File: config.mk
export PLATFORM = sky130hd
export DESIGN_NAME = calc1_port_monitor_flat
export DESIGN_NICKNAME = d
export VERILOG_FILES = /design/src/rtl/calc1_port_monitor_if.sv /design/src/rtl/calc1_port_monitor.sv /design/src/flat_wrapper.sv
export SDC_FILE = /design/constraint.sdc
export NUM_CORES = 1
export LEC_CHECK = 0
export ABC_AREA = 0
export ABC_CLOCK_PERIOD_IN_PS = 4340
export BUFFER_PORTS_ARGS = -buffer_cell sky130_fd_sc_hd__buf_2
export CORE_MARGIN = 2
export CORE_UTILIZATION = 35
export DETAILED_ROUTE_END_ITERATION = 10
export GPL_TIMING_DRIVEN = 0
export PLACE_DENSITY = 0.6
export SYNTH_ARGS = -nofsm -noshare
export SYNTH_HDL_FRONTEND = slang
export SYNTH_SLANG_ARGS = --single-unit
File: constraint.sdc
create_clock -name c_clk -period 4.34 [get_ports c_clk]
set_input_delay 0.434 -clock c_clk [delete_from_list [all_inputs] [get_ports c_clk]]
set_output_delay 0.434 -clock c_clk [all_outputs]
set_load 0.005 [all_outputs]
File: src/rtl/calc1_port_monitor_if.sv
// Snooped calc1 port bus: the request side (command and operand stream)
// and the DUV response side (response code and result data).
interface calc1_port_monitor_if;
  logic [0:3]  req_cmd_in;
  logic [0:31] req_data_in;
  logic [0:1]  out_resp;
  logic [0:31] out_data;

  // The stimulus side drives the bus; the monitor only observes it.
  modport master (output req_cmd_in, output req_data_in, output out_resp, output out_data);
  modport slave  (input  req_cmd_in, input  req_data_in, input  out_resp, input  out_data);
endinterface

File: src/rtl/calc1_port_monitor.sv
// calc1 per-port monitor: captures command + two operands, predicts the
// response, queues predictions in order and scores each DUV response
// against the oldest prediction. Also reports unexpected responses,
// head-entry timeouts and expectation-queue overflow.
module calc1_port_monitor #(
  parameter int DEPTH   = 4,
  parameter int TIMEOUT = 64
) (
  input  logic                c_clk,
  input  logic                reset,
  input  logic                enable,
  calc1_port_monitor_if.slave bus,
  output logic [0:4]          pending,
  output logic                pass,
  output logic                mismatch,
  output logic                unexpected,
  output logic                timeout,
  output logic                overflow,
  output logic [0:15]         pass_count,
  output logic [0:15]         err_count,
  output logic [0:31]         exp_data
);

  localparam int PTR_W = (DEPTH > 1) ? $clog2(DEPTH) : 1;
  // Age never exceeds TIMEOUT-1: the head is retired on the cycle it would reach TIMEOUT.
  localparam int AGE_W = (TIMEOUT > 1) ? $clog2(TIMEOUT) : 1;
  localparam logic [0:4]       DEPTH_C   = 5'(DEPTH);
  localparam logic [AGE_W-1:0] AGE_LIMIT = AGE_W'(TIMEOUT - 1);

  typedef enum logic {ST_IDLE, ST_OP2} state_t;

  state_t            state_q, state_d;
  logic [0:3]        cmd_q, cmd_d;
  logic [0:31]       op1_q, op1_d;
  logic [PTR_W-1:0]  wr_ptr_q, wr_ptr_d, rd_ptr_q, rd_ptr_d;
  logic [0:4]        count_q, count_d;
  logic [AGE_W-1:0]  age_q, age_d;
  logic              pass_q, pass_d, mismatch_q, mismatch_d;
  logic              unexpected_q, unexpected_d, timeout_q, timeout_d;
  logic              overflow_q, overflow_d;
  logic [0:15]       pass_count_q, pass_count_d, err_count_q, err_count_d;

  // Small queue kept in registers so the head is visible in the same cycle.
  logic [0:1]        fifo_resp_q [DEPTH];
  logic [0:31]       fifo_data_q [DEPTH];

  logic              push, push_ok, pop, resp_valid, resp_pop, expire, fifo_empty, matched;
  logic [0:32]       sum;
  logic [0:4]        shamt;
  logic [0:1]        exp_resp;
  logic [0:31]       exp_val, head_data;
  logic [0:1]        head_resp;

  // Predict the DUV response from the latched command/op1 and op2 on the bus.
  always_comb begin
    sum      = {1'b0, op1_q} + {1'b0, bus.req_data_in};
    shamt    = bus.req_data_in[27:31];
    exp_resp = 2'd1;
    exp_val  = '0;
    case (cmd_q)
      4'd1: if (sum[0]) exp_resp = 2'd2; else exp_val = sum[1:32];
      4'd2: if (bus.req_data_in > op1_q) exp_resp = 2'd2; else exp_val = op1_q - bus.req_data_in;
      4'd5: exp_val = op1_q << shamt;
      4'd6: exp_val = op1_q >> shamt;
      default: exp_resp = 2'd3;
    endcase
  end

  // Capture FSM: first beat latches command and op1, second beat pushes the prediction.
  always_comb begin
    state_d = state_q;
    cmd_d   = cmd_q;
    op1_d   = op1_q;
    push    = 1'b0;
    case (state_q)
      ST_IDLE: if (enable && bus.req_cmd_in != 4'd0) begin
        cmd_d   = bus.req_cmd_in;
        op1_d   = bus.req_data_in;
        state_d = ST_OP2;
      end
      ST_OP2: if (enable) begin
        push    = 1'b1;
        state_d = ST_IDLE;
      end
      default: state_d = ST_IDLE;
    endcase
  end

  // Queue bookkeeping, scoring, timeout ageing and the saturating counters.
  always_comb begin
    fifo_empty = (count_q == 5'd0);
    head_resp  = fifo_resp_q[rd_ptr_q];
    head_data  = fifo_data_q[rd_ptr_q];
    resp_valid = enable && (bus.out_resp != 2'd0);
    resp_pop   = resp_valid && !fifo_empty;
    // A response arriving on the expiry cycle takes precedence over the timeout.
    expire     = enable && !fifo_empty && !resp_valid && (age_q == AGE_LIMIT);
    pop        = resp_pop || expire;
    // A pop in the same cycle frees the slot a push into a full queue needs.
    push_ok    = push && ((count_q != DEPTH_C) || pop);
    matched    = (bus.out_resp == head_resp) &&
                 ((head_resp != 2'd1) || (bus.out_data == head_data));

    pass_d       = resp_pop && matched;
    mismatch_d   = resp_pop && !matched;
    unexpected_d = resp_valid && fifo_empty;
    timeout_d    = expire;
    overflow_d   = overflow_q || (push && !push_ok);

    wr_ptr_d = push_ok ? wr_ptr_q + 1'b1 : wr_ptr_q;
    rd_ptr_d = pop ? rd_ptr_q + 1'b1 : rd_ptr_q;
    case ({push_ok, pop})
      2'b10:   count_d = count_q + 5'd1;
      2'b01:   count_d = count_q - 5'd1;
      default: count_d = count_q;
    endcase

    if (fifo_empty || pop) age_d = '0;
    else if (enable)       age_d = age_q + 1'b1;
    else                   age_d = age_q;

    pass_count_d = pass_count_q;
    if (pass_d && pass_count_q != 16'hFFFF) pass_count_d = pass_count_q + 16'd1;
    err_count_d = err_count_q;
    if ((mismatch_d || unexpected_d || timeout_d) && err_count_q != 16'hFFFF)
      err_count_d = err_count_q + 16'd1;
  end

  // State, pointer, pulse and counter registers.
  always_ff @(posedge c_clk or negedge reset) begin
    if (!reset) begin
      state_q      <= ST_IDLE;
      cmd_q        <= '0;
      op1_q        <= '0;
      wr_ptr_q     <= '0;
      rd_ptr_q     <= '0;
      count_q      <= '0;
      age_q        <= '0;
      pass_q       <= 1'b0;
      mismatch_q   <= 1'b0;
      unexpected_q <= 1'b0;
      timeout_q    <= 1'b0;
      overflow_q   <= 1'b0;
      pass_count_q <= '0;
      err_count_q  <= '0;
    end else begin
      state_q      <= state_d;
      cmd_q        <= cmd_d;
      op1_q        <= op1_d;
      wr_ptr_q     <= wr_ptr_d;
      rd_ptr_q     <= rd_ptr_d;
      count_q      <= count_d;
      age_q        <= age_d;
      pass_q       <= pass_d;
      mismatch_q   <= mismatch_d;
      unexpected_q <= unexpected_d;
      timeout_q    <= timeout_d;
      overflow_q   <= overflow_d;
      pass_count_q <= pass_count_d;
      err_count_q  <= err_count_d;
    end
  end

  // Expectation storage; entries are only meaningful below count_q, so no reset.
  always_ff @(posedge c_clk) begin
    if (push_ok) begin
      fifo_resp_q[wr_ptr_q] <= exp_resp;
      fifo_data_q[wr_ptr_q] <= exp_val;
    end
  end

  assign pending    = count_q;
  assign pass       = pass_q;
  assign mismatch   = mismatch_q;
  assign unexpected = unexpected_q;
  assign timeout    = timeout_q;
  assign overflow   = overflow_q;
  assign pass_count = pass_count_q;
  assign err_count  = err_count_q;
  assign exp_data   = fifo_empty ? 32'd0 : head_data;

endmodule

File: src/flat_wrapper.sv
// flat-port wrapper written by rule: the top's interface ports become plain ports
module calc1_port_monitor_flat 
#(
  parameter int DEPTH   = 4,
  parameter int TIMEOUT = 64
)
  (c_clk, reset, enable, pending, pass, mismatch, unexpected, timeout, overflow, pass_count, err_count, exp_data, bus_req_cmd_in, bus_req_data_in, bus_out_resp, bus_out_data);
  calc1_port_monitor_if bus_i ();
  input  logic c_clk;
  input  logic reset;
  input  logic enable;
  output logic [0:4] pending;
  output logic pass;
  output logic mismatch;
  output logic unexpected;
  output logic timeout;
  output logic overflow;
  output logic [0:15] pass_count;
  output logic [0:15] err_count;
  output logic [0:31] exp_data;
  input wire logic [$bits(bus_i.req_cmd_in)-1:0] bus_req_cmd_in;
  input wire logic [$bits(bus_i.req_data_in)-1:0] bus_req_data_in;
  input wire logic [$bits(bus_i.out_resp)-1:0] bus_out_resp;
  input wire logic [$bits(bus_i.out_data)-1:0] bus_out_data;
  assign bus_i.req_cmd_in = bus_req_cmd_in;
  assign bus_i.req_data_in = bus_req_data_in;
  assign bus_i.out_resp = bus_out_resp;
  assign bus_i.out_data = bus_out_data;
  calc1_port_monitor #(.DEPTH(DEPTH), .TIMEOUT(TIMEOUT)) u_core (.c_clk(c_clk), .reset(reset), .enable(enable), .bus(bus_i), .pending(pending), .pass(pass), .mismatch(mismatch), .unexpected(unexpected), .timeout(timeout), .overflow(overflow), .pass_count(pass_count), .err_count(err_count), .exp_data(exp_data));
endmodule
* Word-level counts from Yosys, hierarchy flattened *
Memory sizes are Yosys's and may differ from the RTL's.
Index checks and enable logic that the tools add are counted.

word-level totals
  memories kept = 2
  logic and storage cells = 91
  flip-flop bits (word level) = 89
  input port bits = 73
  output and inout bits = 74
  memory bits (writable) = 136

operators by class
  magnitude comparators = 1
  mux-type cells = 17
  bitwise logic cells = 1
  reductions and logical operators = 32
  $add $sub $neg = 9
  shifts and indexed selects = 2
  equal/unequal tests = 13

memories
  memory              depth  width  rd ports  clocked after Yosys merged registers in  wr ports  line                      source
  u_core.fifo_data_q  4      32     1         0                                        1         calc1_port_monitor.sv:45  logic [0:31] fifo_data_q [DEPTH];
  u_core.fifo_resp_q  4      2      1         0                                        1         calc1_port_monitor.sv:44  logic [0:1] fifo_resp_q [DEPTH];

operator list
  kind                     count
  $pmux W32 S4             1
  $mux W32                 3
  $add A32 B32 Y33         1
  $add A16 B1 Y16 const B  2
  $eq A32 B32 Y1           1
  $gt A32 B32 Y1           1
  $ne A16 B16 Y1 const B   2
  $shl A32 B5 Y32          1
  $shr A32 B5 Y32          1
  $sub A32 B32 Y32         1
  $logic_and A1 B1 Y1      14
  $mux W6                  2
  $pmux W5 S2              1
  $eq A4 B3 Y1 const B     2
  $logic_or A1 B1 Y1       7
  $add A6 B1 Y6 const B    1
  $eq A6 B6 Y1 const B     1
  $mux W1                  6
  $pmux W2 S3              1
  $reduce_bool A2 Y1       3
  $add A5 B1 Y5 const B    1
  $logic_not A5 Y1         1
  $ne A5 B3 Y1 const B     1
  $sub A5 B1 Y5 const B    1
  14 further kinds         19

* Logic depth before layout (Yosys ltp) *
  word-level depth = 11
  gate-level depth with buffers = 16

* Least setup slack after synthesis *
OpenSTA, ideal clock, no wires.

  path type = in2reg
  from = input port bus_req_data_in[1]
  to = memory u_core.fifo_data_q[0][16] in the netlist's numbering (data pin)
  stages = 16
  setup slack = 0.533 ns
  arrival = 3.521 ns
  data required time = 4.054 ns
  path through = clkbuf_1 > clkbuf_1 > inv_1 > fa_1 > nor2_1 > o311a_1 > o221a_2 > a211oi_2 > o41ai_2 > a21oi_1 > o21ai_1 > buf_2 > buf_2 > o22ai_1 > o21ai_1 > o211ai_1

between the ends
  cells in the longest elaborated chain, start to end = 3
  elaborated cells between the ends (all ways) = 8
  those cells by class = add/sub: 2; order compare: 1; shift: 2; mux: 3

ends and longest elaborated chain
  item                                      line                                                source
  start, declared                           flat_wrapper.sv:22                                  input wire logic [$bits(bus_i.req_data_in)-1:0] bus_req_data_in;
  $sub A32 B32 Y32 (tied with other cells)  calc1_port_monitor.sv:62                            4'd2: if (bus.req_data_in > op1_q) exp_resp = 2'd2; else exp_val = op1_q - bus.req_data_in;
  $mux W32, on equally long branches        calc1_port_monitor.sv:62, calc1_port_monitor.sv:61
  $pmux W32 S4 (*)                          calc1_port_monitor.sv:60                            case (cmd_q)
  net u_core.exp_val (one bit)              calc1_port_monitor.sv:51                            logic [0:31] exp_val, head_data;
  end, declared                             calc1_port_monitor.sv:45

The timed path passes the listed nets; every way through them passes the cells marked *.

* Worst setup path after layout *
  from = register u_core.op1_q[15] in the netlist's numbering
  to = memory u_core.fifo_data_q[1][8] in the netlist's numbering (data pin)

between the ends
  cells in the longest elaborated chain, start to end = 3
  elaborated cells between the ends (all ways) = 7
  those cells by class = add/sub: 1; order compare: 1; shift: 2; mux: 3

ends and longest elaborated chain
  item                                                       line                                                source
  start, declared                                            calc1_port_monitor.sv:34                            logic [0:31] op1_q, op1_d;
  start signal, assigned                                     calc1_port_monitor.sv:149                           op1_q <= op1_d;
  $add A32 B32 Y33 / $gt A32 B32 Y1 (equally long branches)  calc1_port_monitor.sv:56, calc1_port_monitor.sv:62
  $mux W32, on equally long branches                         calc1_port_monitor.sv:61, calc1_port_monitor.sv:62
  $pmux W32 S4 (*)                                           calc1_port_monitor.sv:60
  net u_core.exp_val (one bit)                               calc1_port_monitor.sv:51

Marked as above.

==> results.sh <==
export IMPL_outcome="completed"
export IMPL_synth_top_family_by_area="compound AO/OA/AOI/OAI gates"
export IMPL_synth_area_um2=15930
export IMPL_cts_reportedPaths_clkPinSlew_ns=0.07
export IMPL_arrival_ns=4.55
export IMPL_ys_ff_latch=225
export IMPL_vias=13909
export IMPL_grtUsageTotal_pct=24.39
export IMPL_area_delta_synth_final_pct=16.81
export IMPL_drc=0
export IMPL_fin_cells=2385
export IMPL_synth_edf_count=136
export IMPL_maxCapViolCount=0
export IMPL_drv_slew=0
export IMPL_cts_sinks=225
export IMPL_setup_viol=0
export IMPL_final_nets=1919
export IMPL_ys_warn_count=0
export IMPL_die_area_um2=47240
export IMPL_skew_ns=0.02231
export IMPL_ant_nets=0
export IMPL_cts_tree="yes"
export IMPL_clock_latency_ns=0.53
export IMPL_slowest_stage="dfrtp_2"
export IMPL_drt_pass1_iterations=7
export IMPL_worstPathMaxFanout=10
export IMPL_start_util_pct=35.26
export IMPL_overflow=0
export IMPL_htreeDepth=1
export IMPL_numCtsBuffers=24
export IMPL_die_h_um=217.4
export IMPL_final_layout_size_suffix_gt1_share_pct=21.01
export IMPL_fin_crit_sh_pct=98.78
export IMPL_dieWidth_um=217.4
export IMPL_synth_top_area_cell="edfxtp_1"
export IMPL_dpl_cell_count=2338
export IMPL_synth_compound_area_share_pct=18.08
export IMPL_vias_per_cell=5.832
export IMPL_fillers=4423
export IMPL_synthTopCellsByArea="edfxtp_1, dfrtp_1, mux4_2, ha_1, xnor2_1"
export IMPL_post_dp_hpwl_um=46160
export IMPL_max_freq_ghz=0.2333
export IMPL_antenna_found_initial=1
export IMPL_ir_drop_uv=311.9
export IMPL_syn_area_per_cell_um2=10.03
export IMPL_synth_fp_nets=1740
export IMPL_power_density_nw_per_um2=528.1
export IMPL_muxShareOfSynthArea_pct=13.91
export IMPL_leakagePower_nw=7.439
export IMPL_netlist_instances=1588
export IMPL_root_buffer="clkbuf_16"
export IMPL_drt_first_iter_violations=1160
export IMPL_post_drt_wl_per_cell_um=24.52
export IMPL_first_global_vias=13615
export IMPL_routabilityCongestion=0.9931
export IMPL_grt_pass1_wl_um=86660
export IMPL_setup_tns_ns=0
export IMPL_crit_type="reg2reg"
export IMPL_tightest_slew_ns=1.066
export IMPL_utilization_pct=41.19
export IMPL_synth_cell_types=78
export IMPL_hold_class="in2reg"
export IMPL_path_cells="ha_1 -> buf_2 -> or3_4 -> nor3b_2 -> o221a_2 -> a211oi_4 -> o41ai_4 -> a21oi_2 -> o21a_2 -> buf_2 -> a22o_1 -> o21ai_1 -> o211ai_1 -> buf_4"
export IMPL_required_ns=4.60
export IMPL_hold_viol=0
export IMPL_fin_crit_ns=4.287
export IMPL_synthAdderAreaFrac_pct=6.346
export IMPL_synth_xor_area_share_pct=4.068
export IMPL_rows=78
export IMPL_synth_top_area_share_pct=25.63
export IMPL_endpoint_kind="flip-flop"
export IMPL_core_area_um2=45190
export IMPL_n_antenna_cell=0
export IMPL_numPortBuffers=145
export IMPL_cp_slowest_stage_delay_ns=0.50
export IMPL_synth_simple_area_share_pct=13.61
export IMPL_io_pins=147
export IMPL_finalWirelength_um=58470
export IMPL_synth_flop_cell="edfxtp_1"
export IMPL_clockBufferDepth=3
export IMPL_grt_max_degree=51
export IMPL_start_kind="flip-flop"
export IMPL_cp_common_cell="buf_2"
export IMPL_ys_seq_area_share_pct=39.61
export IMPL_max_slew_margin_rel_pct=28.39
export IMPL_synthArstFlopShare_pct=39.56
[cell families after synthesis]
family	after synthesis
AO/OA/AOI/OAI	442
XOR/XNOR	74
adder cells (fa/ha/maj)	79
buffers and inverters	171
flip-flops	225
multiplexers	153
AND/OR/NAND/NOR	444
[layer usage]
metal  GRT usage, %  routed length (µm)  vias up
met3          3.173                3912      102
li1               -                   -     6308
met1          33.06               25260     6926
met4          7.374                1675        2
met5              0                   7        -
met2          40.66               27620      571
[report_power, final]
group	total (mW)	switching, mW	internal (mW)
logic	4.58	2.66	1.91
clock network	2.14	0.822	1.31
registers	3.11	0.378	2.74
total	9.83	3.87	5.96
[worst paths after layout]
path                                           start                  endpoint  slack [ns]  depth (start not counted)
max in group asynchronous                      reset           u_core.op1_q[2]        3.13                          3
min in group asynchronous                      reset          u_core.op1_q[21]        0.48                          2
worst max-delay path                u_core.op1_q[15]  u_core.fifo_data_q[1][8]        0.05                         14
worst min-delay path             bus_req_data_in[16]          u_core.op1_q[15]        0.17                          2
worst max register to register      u_core.op1_q[15]  u_core.fifo_data_q[1][8]        0.05                         14
worst min register to register  u_core.err_count[10]      u_core.err_count[10]        0.49                          1
[stage by stage]
| stage | total power, mW | instance area, µm² | setup slack, ns | hold WS (ns) |
|---|---|---|---|---|
| 2_1_floorplan | 5.966 | 15930 | 0.5327 | 0.1384 |
| 3_5_place_dp | 7.555 | 17530 | -1.877 | 0.4795 |
| 5_1_grt | 10.40 | 18610 | -0.001713 | 0.1620 |
| 6_report | 9.829 | 18610 | 0.05301 | 0.1707 |
| 4_1_cts | 9.815 | 18540 | 0.001023 | 0.1540 |
| 3_3_place_gp | 7.482 | 17410 | -1.868 | 0.4695 |
[layout by cell type, fill, tap and decap left out, drive strengths merged, types with 19 or more instances in the layout]
cell / n
edfxtp: 136
clkbuf: 88
a221oi: 22
mux4: 50
nand2b: 27
nor2: 151
nand3: 36
o211ai: 20
o21bai: 19
buf: 194
xnor2: 66
nor3: 21
inv: 75
dfrtp: 89
nand2: 80
and2: 39
mux2i: 56
nand4: 23
a21oi: 112
ha: 76
a21o: 28
o22ai: 44
o21ai: 97
mux2: 47
[Yosys cell counts (27+ instances only)]
cell / instances
mux2i_1: 56
and2_1: 39
edfxtp_1: 136
a21oi_1: 112
o22ai_1: 44
xnor2_1: 66
nand2b_1: 27
o21ai_0: 94
ha_1: 76
mux2_2: 47
dfrtp_1: 89
nand3_1: 36
clkbuf_1: 58
a21o_1: 28
nand2_1: 80
inv_1: 72
nor2_1: 151
mux4_2: 50
[critical path: cells and delay by family (launching register included)]
kind                     cells  cell delay (ns)
AND/OR/NAND/NOR              2             0.63
flip-flops                   1             0.50
AO/OA/AOI/OAI                8             1.97
buffers and inverters        3             0.61
adder cells (fa/ha/maj)      1             0.29
[final cells by class]
type	instances	area [µm²]	area share [%]
multi-input cells	1192	9087	48.83
repair buffers	161	920.9	4.948
inverters	75	281.5	1.513
plain buffers	88	426.7	2.293
clock buffers	34	669.4	3.597
flip-flops and latches	225	6319	33.95
well taps	600	750.7	4.034
clock inverters	10	155.1	0.8337
[repair_timing]
| action | CTS | global route |
|---|---|---|
| hold buffers | 1 | 0 |
| setup buffers | 6 | 4 |
| resized for setup | 49 | 16 |
| endpoints found under the setup margin | 136 | 124 |
| endpoints found under the hold margin | 39 | 0 |
| pin swaps | 8 | 1 |
| cloned | 0 | 0 |
[sequential cells by signal, indices dropped and copies added, names as in the netlist, 2 cells and up]
name / flops
u_core.fifo_data_q: 128
u_core.op1_q: 32
u_core.err_count: 16
u_core.wr_ptr_q: 2
u_core.pending: 5
u_core.pass_count: 16
u_core.age_q: 6
u_core.rd_ptr_q: 2
u_core.fifo_resp_q: 8
u_core.cmd_q: 4
Power figures use the tool's default switching activity.
